$ cat src/rtl/mips_multicycle_control_pkg.sv
// Shared definitions for the multicycle MIPS control unit: encodings, FSM states
// and the per-state datapath strobe table.
package mips_multicycle_control_pkg;

  localparam logic [5:0] OP_RTYPE = 6'b000000;
  localparam logic [5:0] OP_LW    = 6'b100011;
  localparam logic [5:0] OP_SW    = 6'b101011;
  localparam logic [5:0] OP_BEQ   = 6'b000100;
  localparam logic [5:0] OP_J     = 6'b000010;

  localparam logic [5:0] FN_ADD = 6'b100000;
  localparam logic [5:0] FN_SUB = 6'b100010;
  localparam logic [5:0] FN_AND = 6'b100100;
  localparam logic [5:0] FN_OR  = 6'b100101;
  localparam logic [5:0] FN_SLT = 6'b101010;

  localparam logic [2:0] ALU_AND  = 3'b000;
  localparam logic [2:0] ALU_OR   = 3'b001;
  localparam logic [2:0] ALU_ADD  = 3'b010;
  localparam logic [2:0] ALU_SUB  = 3'b110;
  localparam logic [2:0] ALU_SLT  = 3'b111;
  localparam logic [2:0] ALU_NONE = 3'b000;

  localparam logic [1:0] ALUOP_ADD   = 2'b00;
  localparam logic [1:0] ALUOP_SUB   = 2'b01;
  localparam logic [1:0] ALUOP_FUNCT = 2'b10;

  typedef enum logic [3:0] {
    S_FETCH  = 4'd0,
    S_DECODE = 4'd1,
    S_MEMADR = 4'd2,
    S_MEMRD  = 4'd3,
    S_MEMWB  = 4'd4,
    S_MEMWR  = 4'd5,
    S_EXEC   = 4'd6,
    S_ALUWB  = 4'd7,
    S_BRANCH = 4'd8,
    S_JUMP   = 4'd9,
    S_HALT   = 4'd10
  } state_e;

  typedef struct packed {
    logic       pc_write;
    logic       branch;
    logic       iord;
    logic       mem_write;
    logic       ir_write;
    logic       reg_dst;
    logic       mem_to_reg;
    logic       reg_write;
    logic       alu_src_a;
    logic [1:0] alu_src_b;
    logic [1:0] pc_src;
  } ctrl_t;

  // Moore strobe table; anything not named for a state stays 0.
  function automatic ctrl_t state_ctrl(input state_e s);
    ctrl_t c;
    c = '0;
    case (s)
      S_FETCH: begin
        c.ir_write  = 1'b1;
        c.alu_src_b = 2'b01;
        c.pc_write  = 1'b1;
      end
      S_DECODE: c.alu_src_b = 2'b11;
      S_MEMADR: begin
        c.alu_src_a = 1'b1;
        c.alu_src_b = 2'b10;
      end
      S_MEMRD:  c.iord = 1'b1;
      S_MEMWB: begin
        c.mem_to_reg = 1'b1;
        c.reg_write  = 1'b1;
      end
      S_MEMWR: begin
        c.iord      = 1'b1;
        c.mem_write = 1'b1;
      end
      S_EXEC:   c.alu_src_a = 1'b1;
      S_ALUWB: begin
        c.reg_dst   = 1'b1;
        c.reg_write = 1'b1;
      end
      S_BRANCH: begin
        c.alu_src_a = 1'b1;
        c.pc_src    = 2'b01;
        c.branch    = 1'b1;
      end
      S_JUMP: begin
        c.pc_src   = 2'b10;
        c.pc_write = 1'b1;
      end
      default: c = '0;
    endcase
    return c;
  endfunction

endpackage

$ cat src/rtl/mips_multicycle_control_alu_decoder.sv
// ALU control decoder: ALUOp selects add, sub or a Funct-driven operation and
// flags Funct codes outside the supported subset.
module mips_multicycle_control_alu_decoder
  import mips_multicycle_control_pkg::*;
(
  input  logic [1:0] alu_op_i,
  input  logic [5:0] funct_i,
  output logic [2:0] alu_ctrl_o,
  output logic       legal_o
);

  // Operation select and legality
  always_comb begin
    alu_ctrl_o = ALU_ADD;
    legal_o    = 1'b1;
    case (alu_op_i)
      ALUOP_ADD: alu_ctrl_o = ALU_ADD;
      ALUOP_SUB: alu_ctrl_o = ALU_SUB;
      ALUOP_FUNCT: begin
        case (funct_i)
          FN_ADD:  alu_ctrl_o = ALU_ADD;
          FN_SUB:  alu_ctrl_o = ALU_SUB;
          FN_AND:  alu_ctrl_o = ALU_AND;
          FN_OR:   alu_ctrl_o = ALU_OR;
          FN_SLT:  alu_ctrl_o = ALU_SLT;
          default: legal_o = 1'b0;
        endcase
      end
      default: legal_o = 1'b0;
    endcase
  end

endmodule

$ cat src/rtl/mips_multicycle_control.sv
// Main control FSM of the multicycle MIPS core: sequences fetch/decode/execute,
// counts retired instructions and latches a sticky halt on illegal encodings.
module mips_multicycle_control
  import mips_multicycle_control_pkg::*;
#(
  parameter int CNT_W = 32
) (
  input  logic             clk,
  input  logic             reset,
  input  logic [5:0]       Op,
  input  logic [5:0]       Funct,
  input  logic             Zero,
  output logic             PCEn,
  output logic             IorD,
  output logic             MemWrite,
  output logic             IRWrite,
  output logic             RegDst,
  output logic             MemtoReg,
  output logic             RegWrite,
  output logic             ALUSrcA,
  output logic [1:0]       ALUSrcB,
  output logic [1:0]       PCSrc,
  output logic [2:0]       ALUCtrl,
  output logic             Halt,
  output logic [CNT_W-1:0] InstrCount
);

  state_e           state_q, state_d;
  ctrl_t            ctrl_q;
  logic [2:0]       alu_ctrl_q, alu_ctrl_d;
  logic             halt_q;
  logic [CNT_W-1:0] count_q;
  logic [1:0]       alu_op_s;
  logic [2:0]       dec_ctrl_s;
  logic             dec_legal_s;
  logic             retire_s;

  // In DECODE the decoder runs in Funct mode: its result is both the legality
  // check and the ALUCtrl value registered for EXEC.
  assign alu_op_s = (state_q == S_DECODE) ? ALUOP_FUNCT : ALUOP_ADD;

  mips_multicycle_control_alu_decoder u_alu_dec (
    .alu_op_i   (alu_op_s),
    .funct_i    (Funct),
    .alu_ctrl_o (dec_ctrl_s),
    .legal_o    (dec_legal_s)
  );

  // Next-state logic
  always_comb begin
    state_d = S_HALT;
    case (state_q)
      S_FETCH:  state_d = S_DECODE;
      S_DECODE: begin
        case (Op)
          OP_LW, OP_SW: state_d = S_MEMADR;
          OP_RTYPE:     state_d = dec_legal_s ? S_EXEC : S_HALT;
          OP_BEQ:       state_d = S_BRANCH;
          OP_J:         state_d = S_JUMP;
          default:      state_d = S_HALT;
        endcase
      end
      S_MEMADR: state_d = (Op == OP_LW) ? S_MEMRD : S_MEMWR;
      S_MEMRD:  state_d = S_MEMWB;
      S_EXEC:   state_d = S_ALUWB;
      S_MEMWB, S_MEMWR, S_ALUWB, S_BRANCH, S_JUMP: state_d = S_FETCH;
      S_HALT:   state_d = S_HALT;
      default:  state_d = S_HALT;
    endcase
  end

  // ALU operation for the state being entered
  always_comb begin
    alu_ctrl_d = ALU_NONE;
    case (state_d)
      S_FETCH, S_DECODE, S_MEMADR: alu_ctrl_d = ALU_ADD;
      S_EXEC:   alu_ctrl_d = dec_ctrl_s;
      S_BRANCH: alu_ctrl_d = ALU_SUB;
      default:  alu_ctrl_d = ALU_NONE;
    endcase
  end

  assign retire_s = (state_q == S_MEMWB) || (state_q == S_MEMWR) ||
                    (state_q == S_ALUWB) || (state_q == S_BRANCH) ||
                    (state_q == S_JUMP);

  // State, registered strobes, halt flag and retire counter
  always_ff @(posedge clk or posedge reset) begin
    if (reset) begin
      state_q    <= S_FETCH;
      ctrl_q     <= state_ctrl(S_FETCH);
      alu_ctrl_q <= ALU_ADD;
      halt_q     <= 1'b0;
      count_q    <= '0;
    end else begin
      state_q    <= state_d;
      ctrl_q     <= state_ctrl(state_d);
      alu_ctrl_q <= alu_ctrl_d;
      halt_q     <= (state_d == S_HALT);
      if (retire_s) begin
        count_q <= count_q + {{(CNT_W-1){1'b0}}, 1'b1};
      end
    end
  end

  assign PCEn       = ctrl_q.pc_write | (ctrl_q.branch & Zero);
  assign IorD       = ctrl_q.iord;
  assign MemWrite   = ctrl_q.mem_write;
  assign IRWrite    = ctrl_q.ir_write;
  assign RegDst     = ctrl_q.reg_dst;
  assign MemtoReg   = ctrl_q.mem_to_reg;
  assign RegWrite   = ctrl_q.reg_write;
  assign ALUSrcA    = ctrl_q.alu_src_a;
  assign ALUSrcB    = ctrl_q.alu_src_b;
  assign PCSrc      = ctrl_q.pc_src;
  assign ALUCtrl    = alu_ctrl_q;
  assign Halt       = halt_q;
  assign InstrCount = count_q;

endmodule

$ cat config.mk
export PLATFORM = sky130hd
export DESIGN_NAME = mips_multicycle_control
export DESIGN_NICKNAME = d
export VERILOG_FILES = /design/src/rtl/mips_multicycle_control_pkg.sv /design/src/rtl/mips_multicycle_control_alu_decoder.sv /design/src/rtl/mips_multicycle_control.sv
export SDC_FILE = /design/constraint.sdc
export NUM_CORES = 1
export LEC_CHECK = 0
export ABC_AREA = 0
export ABC_CLOCK_PERIOD_IN_PS = 1800
export BUFFER_PORTS_ARGS = -buffer_cell sky130_fd_sc_hd__buf_2
export CAP_MARGIN = 20
export CORE_UTILIZATION = 30
export CTS_CLUSTER_DIAMETER = 60
export DETAILED_ROUTE_END_ITERATION = 6
export SYNTH_ARGS = -nofsm -noshare
export SYNTH_HDL_FRONTEND = slang
export SYNTH_SLANG_ARGS = --single-unit
export TNS_END_PERCENT = 30
$ cat constraint.sdc
create_clock -name clk -period 1.8 [get_ports clk]
set_clock_uncertainty 0.1 [all_clocks]
set_input_delay 0.36 -clock clk [delete_from_list [all_inputs] [get_ports clk]]
set_output_delay 0.36 -clock clk [all_outputs]
set_load 0.005 [all_outputs]
==> impl_metrics.csv, run 1 <==
group,metric,value,unit
timing,worst_pin_slew,0.4111,ns
timing,hold-worst-slack,0.3030,ns
yosys,synthFlopType,"dfrtp_1",
power,finalPower,1950,uW
timing,grt_setup_unrepaired,"yes",
timing,slew_headroom,72.59,%
grt,grt_usage,14.51,%
status,status,"finished with violations",
power,switchingPower,472.9,uW
yosys,synth_area_leaders,"dfrtp_1 48%, xor2_1 6.3%, xnor2_1 5.6%",
clock_network,cts_made_buffers,5,
yosys,synthCells,236,
clock_network,cts_tree,"built",
timing,fin_crit,1.826,ns
clock_network,clk_pin_slew,0.10,ns
placement,post-place-cells,446,
setup_path,slowest_stage,"or4_4",
layout,finalNetCount,372,
yosys,ys_warn_count,0,
die,die_h,93.40,um
min_path,hp-start,"Funct[0]",
setup_path,slowest_delay,0.60,ns
setup_path,worstPathCellList,"and4_4, nand2_4, or4_4, nor4_4, xor2_1",
clock_network,cts.path.max_buffers,2,
setup_path,worst_r2r_startpoint,"InstrCount[17]",
setup_path,worstPathMaxFanout,5,
power,irDropWorstVdd,0.0002745,V
timing,hold_viol_final,0,
timing,fin_crit_sh,101.5,%
yosys,netlist_area,2506,um^2
yosys,synth_top_area_share,47.93,%
timing,fin_tns_setup,-0.06556,ns
clock_network,htreeDepth,2,
timing,fin_ws,-0.02642,ns
die,pin_count,63,
yosys,synth-edff-count,0,
drt,viasPerCell,4.658,
setup_path,required,1.94,ns
clock_network,cts.sinks,52,
grt,grt_pass1_wl,9.880,mm
drt,antenna_left,0,
setup_path,crit_path_start,"InstrCount[17]",
power,p_seq_share,59.9,%
layout,final_cell_area,3586,um^2
drt,drc,0,
setup_path,end_kind,"flip-flop",
status,violations,"setup timing",
layout,instances_no_fill,459,
die,die_x,93.40,um
job,drv_cap,0,
power,clkPwrFrac,36.2,%
placement,portBuffers,62,
timing,fmax,0.5475,GHz
grt,grt_max_degree,53,
placement,place_congestion,0.7899,
timing,setup_violations,4,
layout,antenna_cells,0,
grt,antenna_found_initial,0,
grt,grt_pass1_vias,2143,
grt,gr-total-overflow,0,
yosys,ys_types,46,
setup_path,r2r_slack,-0.03,ns
drt,wl,6.071,mm
placement,hpwlAfterDp,4.416,mm
yosys,yosysMostFrequentCell,"dfrtp_1",
power,sw_frac_of_total,24.26,%
setup_path,worstSetupStartpointType,"flip-flop",
yosys,ys_top_cells_by_count,"48 x dfrtp_1, 21 x nor2_1, 18 x nand2_1, 18 x xor2_1, 16 x xnor2_1",
yosys,ys_seq_area_share,52.12,%
yosys,synth_seq_cells,52,
drt,firstDrtPassIters,4,
setup_path,cp.arrival,1.96,ns
power,cellPowerDensity,543.7,nW/um^2
power,p_int,1477,uW
power,pwr-share-comb,3.9,%
drt,wl_per_cell,13.23,um
placement,place_area,3338,um^2
die,row_count,32,
drt,drt_iter0_drc,46,
yosys,synthArstFlopShare,100.0,%
clock_network,root_buffer,"clkbuf_8",
timing,finalMaxSlewViolations,0,
yosys,syn-num-nets,252,
die,coreArea,7888,um^2
yosys,yosysTopAreaCell,"dfrtp_1",
drt,num_vias,2138,
power,p_leak,0.001922,uW
layout,area_growth,43.09,%
layout,drive_gt1_share,47.90,%
yosys,avgSynthCellArea,10.62,um^2
die,die_area,8724,um^2
die,initial_core_util,31.77,%
clock_network,clk_latency,0.32,ns
setup_path,worstSetupPathType,"flip-flop to flip-flop",
min_path,hp-class,"input pin to flip-flop",
## layout by cell type (no fill, tap or decap), types with 5 or more instances in the layout
cell type,count
buf_2,62
buf_4,56
dfrtp_1,47
nor2_1,18
xor2_1,18
nand2_1,16
xnor2_1,16
nand3_1,12
inv_1,12
nor3_2,6
nor3_1,6
clkbuf_8,5
## cells by family after synthesis
logic type                 Yosys count  synth area share (%)
DFF                                 52                 52.12
adders and majority gates            1                0.4992
and+or+nand+nor                    105                 24.51
AOI/OAI and AO/OA                   20                 6.390
buffers and inverters               24                 4.593
xor gates and xnor gates            34                 11.88
## power by group through the flow
| stage | sequential [uW] | combinational [uW] | clock (uW) |
|---|---|---|---|
| CTS | 1170 | 78.2 | 731 |
| finish | 1170 | 76.5 | 705 |
| detailed placement | 1190 | 76.4 | 0 |
| global placement | 1190 | 74.3 | 0 |
| global route | 1170 | 86.5 | 776 |
| floorplan | 1190 | 30.1 | 0 |
## metrics by stage
| step | setup WS, ns | utilization, % |
|---|---|---|
| 2_1_floorplan | -0.09724 | - |
| 3_3_place_gp | -0.2875 | 42.32 |
| 3_5_place_dp | -0.3138 | 42.32 |
| 4_1_cts | -0.03719 | 44.26 |
| 5_1_grt | -0.1100 | 45.46 |
| 6_report | -0.02642 | 45.46 |
## worst paths after layout
| path | to | cells past startpoint |
|---|---|---|
| worst min register to register | InstrCount[31] | 1 |
| worst min-delay path | ALUCtrl[0] | 3 |
| worst max-delay path | InstrCount[31] | 5 |
| max in group asynchronous | IRWrite | 4 |
| worst max register to register | InstrCount[31] | 5 |
| min in group asynchronous | PCSrc[1] | 4 |
## per-layer routing
metal | up-vias | global-route usage (%) | share of wire (%)
met2 | 63 | 24.94 | 49
met1 | 1018 | 18.05 | 45
li1 | 1050 | - | -
met5 | - | 0 | 0
met3 | 7 | 2.927 | 5.1
met4 | 0 | 5.000 | 1.3
## flip-flops by register name (all words and copies together), names as in the netlist
register    count
IRWrite         1
PCSrc           2
InstrCount     32
ctrl_q          1
ALUSrcB         2
ALUCtrl         3
RegDst          1
ALUSrcA         1
MemtoReg        1
state_q         4
IorD            1
RegWrite        1
Halt            1
MemWrite        1
## repair_timing
action / in CTS / in global routing
gates resized for setup: 9 / 21
setup buffers: 1 / 2
hold buffers: 1 / 0
setup endpoints to repair: 13 / 28
pin swaps: 6 / 15
gates cloned: 1 / 0
endpoints found under the hold margin: 48 / 0
## area by class of cell
type,instances,area (um^2)
inverter,15,56.30
timing repair buffer,121,772.0
tap,102,127.6
sequential,52,1308
fill,749,4302
clock buffer,5,68.82
clock inverter,3,21.27
multi-input combinational,161,1232
## critical path, delay by kind of cell, from the launching register on
family                    cells  cell delay [ns]
and+or+nand+nor               4             1.10
DFF                           1             0.36
xor gates and xnor gates      1             0.18
Power figures use the tool's default switching activity.
==> run 2: changes to the inputs <==
Settings changed: CTS_BUF_LIST from default to sky130_fd_sc_hd__clkbuf_2.
==> run 2 against run 1 <==
Net effect:
- the run still ends with setup timing left
- count of clock-buffer cells in the layout did not move
- sequential power about the same
- power decreased by 10%
- global-route usage shrank 0.10 points
- routed wire length decreased by 0.35%
==> impl_metrics.csv, run 2 (synthesis gave the netlist of run 1 again) <==
group,metric,value,unit
clock_network,clk_latency,0.45,ns
setup_path,worstSetupPathType,"flip-flop to flip-flop",
power,cellPowerDensity,495.1,nW/um^2
layout,instances_no_fill,462,
grt,grt_pass1_wl,9.901,mm
drt,drc,0,
power,irDropWorstVdd,0.0003238,V
setup_path,crit_path_start,"InstrCount[17]",
clock_network,root_buffer,"clkbuf_2",
job,drv_cap,0,
setup_path,worstSetupStartpointType,"flip-flop",
grt,grt_usage,14.41,%
placement,place_congestion,0.7899,
timing,finalMaxSlewViolations,0,
drt,num_vias,2140,
layout,area_growth,41.34,%
setup_path,r2r_slack,-0.08,ns
placement,portBuffers,62,
layout,largest_reg_flops,32,
setup_path,crit_family,"simple AND/OR/NAND/NOR gates",
grt,gr-total-overflow,0,
drt,viasPerCell,4.632,
layout,drive_gt1_share,46.94,%
die,coreArea,7888,um^2
layout,finalNetCount,375,
timing,fin_crit_sh,104.3,%
clock_network,clk_pin_slew,0.29,ns
timing,fin_ws,-0.07775,ns
setup_path,slowest_delay,0.59,ns
clock_network,cts_tree,"built",
layout,final_cell_area,3542,um^2
status,violations,"setup timing",
setup_path,worstPathMaxFanout,5,
layout,multi_input_area,1210,um^2
drt,wl_per_cell,13.10,um
drt,drt_iter0_drc,50,
placement,post-place-cells,446,
setup_path,setup.worst_path.end,"InstrCount[26]",
status,status,"finished with violations",
power,p_leak,0.001923,uW
clock_network,cts.path.max_buffers,2,
die,pin_count,63,
setup_path,required,2.11,ns
timing,fmax,0.5326,GHz
layout,mostFrequentLayoutCell,"buf_2",
timing,setup_violations,8,
die,row_count,32,
placement,hpwlAfterDp,4.416,mm
setup_path,crit_buf_inv,1,
grt,grt_max_degree,53,
drt,antenna_left,0,
min_path,hp-class,"input pin to flip-flop",
die,die_h,93.40,um
timing,slew_headroom,74.11,%
clock_network,cts.sinks,52,
layout,antenna_cells,0,
clock_network,cts_made_buffers,5,
timing,hold_viol_final,0,
timing,fin_crit,1.878,ns
setup_path,rr_endpoint,"InstrCount[26]",
setup_path,slowest_stage,"or4_4",
timing,grt_setup_unrepaired,"yes",
drt,wl,6.050,mm
die,die_x,93.40,um
timing,hold-worst-slack,0.1143,ns
placement,dp_slack,-0.3138,ns
setup_path,worstSetupPathDepth,6,
grt,grt_pass1_vias,2128,
setup_path,rr_worst_depth,6,
layout,fill_cells,769,
setup_path,worst_r2r_startpoint,"InstrCount[17]",
grt,antenna_found_initial,0,
setup_path,end_kind,"flip-flop",
die,die_area,8724,um^2
clock_network,htreeDepth,2,
setup_path,cp.arrival,2.19,ns
drt,firstDrtPassIters,4,
die,initial_core_util,31.77,%
layout,final-seq-area,1308,um^2
setup_path,worstPathCellList,"and4_4, nand2_4, or4_4, buf_4, nor3_4, xnor2_1",
placement,place_area,3338,um^2
timing,worst_pin_slew,0.3884,ns
layout,mostFrequentLayoutCells,"62 x buf_2, 59 x buf_4, 47 x dfrtp_1",
layout,post-route-util,44.91,%
-- run 2: through the flow --
stage	power, uW	TNS (ns)
6_report	1754	-0.3128
3_5_place_dp	1267	-2.888
3_3_place_gp	1265	-2.497
4_1_cts	1779	-0.3142
2_1_floorplan	1221	-1.023
5_1_grt	1836	-1.365
-- run 2: worst min path at each step --
stage,endpoint,depth (start not counted),startpoint,slack (ns)
after floorplan,InstrCount[31],1,InstrCount[31],0.36
after global placement,PCSrc[1],3,reset,0.33
after detailed placement,PCSrc[1],3,reset,0.33
after CTS,ALUCtrl[0],3,Funct[0],0.11
after global routing,ALUCtrl[0],3,Funct[0],0.10
final,ALUCtrl[0],3,Funct[0],0.11
-- run 2: worst min-delay path, cell delays in order --
cell	delay, ns
buf_2	0.12
a31oi_1	0.13
nor3_1	0.05
-- run 2: final cells by class --
type,instances,share of cell area (%)
Clock inverter,3,0.6005
Inverter,15,1.590
Sequential cell,52,36.91
Multi-Input combinational cell,161,34.16
Tap cell,102,3.603
Timing Repair Buffer,124,22.43
Clock buffer,5,0.7065
-- run 2: layer usage --
layer / global-route usage [%] / wire length (um)
met2: 24.69 / 2903
met5: 0 / 0
met4: 4.103 / 110
met1: 18.15 / 2752
met3: 3.171 / 283
-- run 2: report_power, final --
group | internal, uW | total [uW] | switching (uW)
combinational | 31.8 | 75.9 | 44.1
sequential | 1170 | 1170 | 0
clock | 98.6 | 505 | 407
total | 1300 | 1750 | 451
-- run 2: what timing repair did --
item / in CTS / in global routing
endpoints found under the hold margin: 48 / 0
pin swaps: 4 / 15
hold buffers: 1 / 0
setup endpoints to repair: 18 / 24
cloned: 1 / 0
gates resized for setup: 10 / 15
setup buffers: 1 / 5
==> run 3: changes to the inputs <==
Settings changed: ABC_CLOCK_PERIOD_IN_PS 1800 to 2150, SLEW_MARGIN from default to 20.
Clock period 1.8 ns to 2.15 ns, I/O delays scaled along.
==> run 3 against run 2 <==
Net effect:
- the flow now finishes without violations
- register-to-register slack gained 0.19 ns
- clock power down 4.6%
- die area stayed put
- worst setup slack gained 0.19 ns
- highest routed layer unchanged
==> impl_metrics.csv, run 3 (synthesis gave the netlist of run 1 again) <==
group,metric,value,unit
timing,fmax,0.4903,GHz
die,die_x,93.40,um
timing,finalMaxSlewViolations,0,
layout,largest_reg_flops,32,
setup_path,crit_path_start,"InstrCount[11]",
setup_path,worstSetupStartpointType,"flip-flop",
clock_network,cts_made_buffers,5,
placement,portBuffers,62,
layout,mostFrequentLayoutCells,"62 x buf_2, 48 x dfrtp_1, 21 x nor2_1, 21 x buf_4",
drt,drc,0,
grt,grt_pass1_wl,9.356,mm
min_path,hp-class,"input pin to flip-flop",
setup_path,worstPathCellList,"and4_4, nand2_4, or4_4, nor4_4, xor2_1",
clock_network,htreeDepth,2,
layout,area_growth,25.11,%
power,p_int,1194,uW
clock_network,clk_pin_slew,0.26,ns
layout,mostFrequentLayoutCell,"buf_2",
timing,hold-worst-slack,0.1829,ns
die,die_h,93.40,um
layout,post-route-util,39.75,%
power,p_leak,0.001640,uW
drt,wl_per_cell,12.89,um
clock_network,cts.sinks,52,
setup_path,worstPathMaxFanout,9,
layout,drive_gt1_share,32.81,%
layout,finalNetCount,335,
grt,gr-total-overflow,0,
drt,viasPerCell,4.664,
drt,wl,5.438,mm
job,drv_cap,0,
placement,place_area,3055,um^2
status,status,"complete, no violations",
setup_path,crit_family,"simple AND/OR/NAND/NOR gates",
power,irDropWorstVdd,0.0002337,V
clock_network,clk_latency,0.42,ns
die,initial_core_util,31.77,%
drt,antenna_left,0,
setup_path,worstSetupPathType,"flip-flop to flip-flop",
power,p_seq_share,64.5,%
timing,fin_crit_sh,94.86,%
power,pwr-share-comb,3.9,%
power,cellPowerDensity,485.3,nW/um^2
timing,worst_pin_slew,0.4449,ns
setup_path,rr_endpoint,"InstrCount[31]",
timing,hold_viol_final,0,
layout,antenna_cells,0,
power,switchingPower,328.2,uW
grt,antenna_found_initial,0,
die,die_area,8724,um^2
drt,firstDrtPassIters,4,
timing,slew_headroom,70.29,%
setup_path,crit_buf_inv,0,
grt,grt_max_degree,34,
clock_network,cts_tree,"built",
die,coreArea,7888,um^2
timing,fin_tns_setup,0,ns
setup_path,slowest_delay,0.62,ns
setup_path,rr_worst_depth,5,
drt,drt_iter0_drc,43,
setup_path,cp.arrival,2.29,ns
setup_path,slowest_stage,"or4_4",
setup_path,end_kind,"flip-flop",
timing,fin_crit,2.039,ns
power,sw_frac_of_total,21.57,%
grt,grt_usage,13.44,%
timing,grt_setup_unrepaired,"no",
setup_path,required,2.41,ns
setup_path,r2r_slack,0.11,ns
min_path,whs_endpoint,"ALUCtrl[0]",
timing,setup_violations,0,
die,row_count,32,
placement,hpwlAfterDp,4.156,mm
min_path,whs_path_depth,4,
die,pin_count,63,
layout,final_cell_area,3136,um^2
grt,grt_pass1_vias,2012,
min_path,hp-start,"Funct[4]",
placement,place_congestion,0.8471,
clock_network,root_buffer,"clkbuf_2",
drt,num_vias,1968,
power,clkPwrFrac,31.7,%
clock_network,cts.path.max_buffers,2,
setup_path,worst_r2r_startpoint,"InstrCount[11]",
==> run 3: cell types whose count changed in the layout (fill, tap and decap cells not counted), sizes merged <==
cell      previous run  this run
buf                123        84
bufinv               0         1
clkinv               1         2
clkinvlp             1         0
inv                 16        15
or4                  5         4
==> run 3: worst max path at each step <==
stage,end,cells after the start
6_report,InstrCount[31],5
5_1_grt,InstrCount[31],5
4_1_cts,InstrCount[31],5
3_5_place_dp,ALUCtrl[2],6
3_3_place_gp,ALUSrcB[1],5
2_1_floorplan,ALUCtrl[2],5
==> run 3: what timing repair did <==
| item | 4_1_cts | 5_1_grt |
|---|---|---|
| resized for setup | 0 | 0 |
| endpoints found under the hold margin | 19 | 0 |
| hold buffers | 1 | 0 |
| buffers inserted | 0 | 1 |
| setup endpoints to repair | 0 | 2 |
==> run 3: per-layer routing <==
layer	vias to the layer above	routed length [um]	global-route usage [%]
li1	971	-	-
met1	942	2474	16.95
met2	49	2656	22.98
met3	6	251	3.008
met4	0	55	3.846
met5	-	0	0
==> run 3: final cells by class <==
cell class	count	area, um^2
inverter	15	56.30
clock buffer	5	25.02
timing repair buffer	85	498.0
fill	799	4752
tap	102	127.6
sequential	52	1306
clock inverter	3	37.54
multi-input combinational	160	1085
==> run 3: stage by stage <==
stage	total power [uW]	std cells	worst slack, ns
6_report	1522	422	0.1105
5_1_grt	1593	422	0.003360
4_1_cts	1546	421	0.07899
3_5_place_dp	1055	412	-0.1618
3_3_place_gp	1055	412	-0.1069
2_1_floorplan	1021	236	0.08129
==> run 3: tightest hold or removal path: cells and delay by family <==
family	cells	cell delay, ns
buffers and inverters	1	0.07
AND/OR/NAND/NOR	3	0.18
==> run 3: power by group through the flow <==
stage / logic [uW] / clock network, uW / registers [uW]
6_report: 58.6 / 482 / 981
5_1_grt: 68.0 / 543 / 982
4_1_cts: 60.5 / 504 / 981
3_5_place_dp: 58.9 / 0 / 997
3_3_place_gp: 57.9 / 0 / 997
2_1_floorplan: 24.5 / 0 / 997
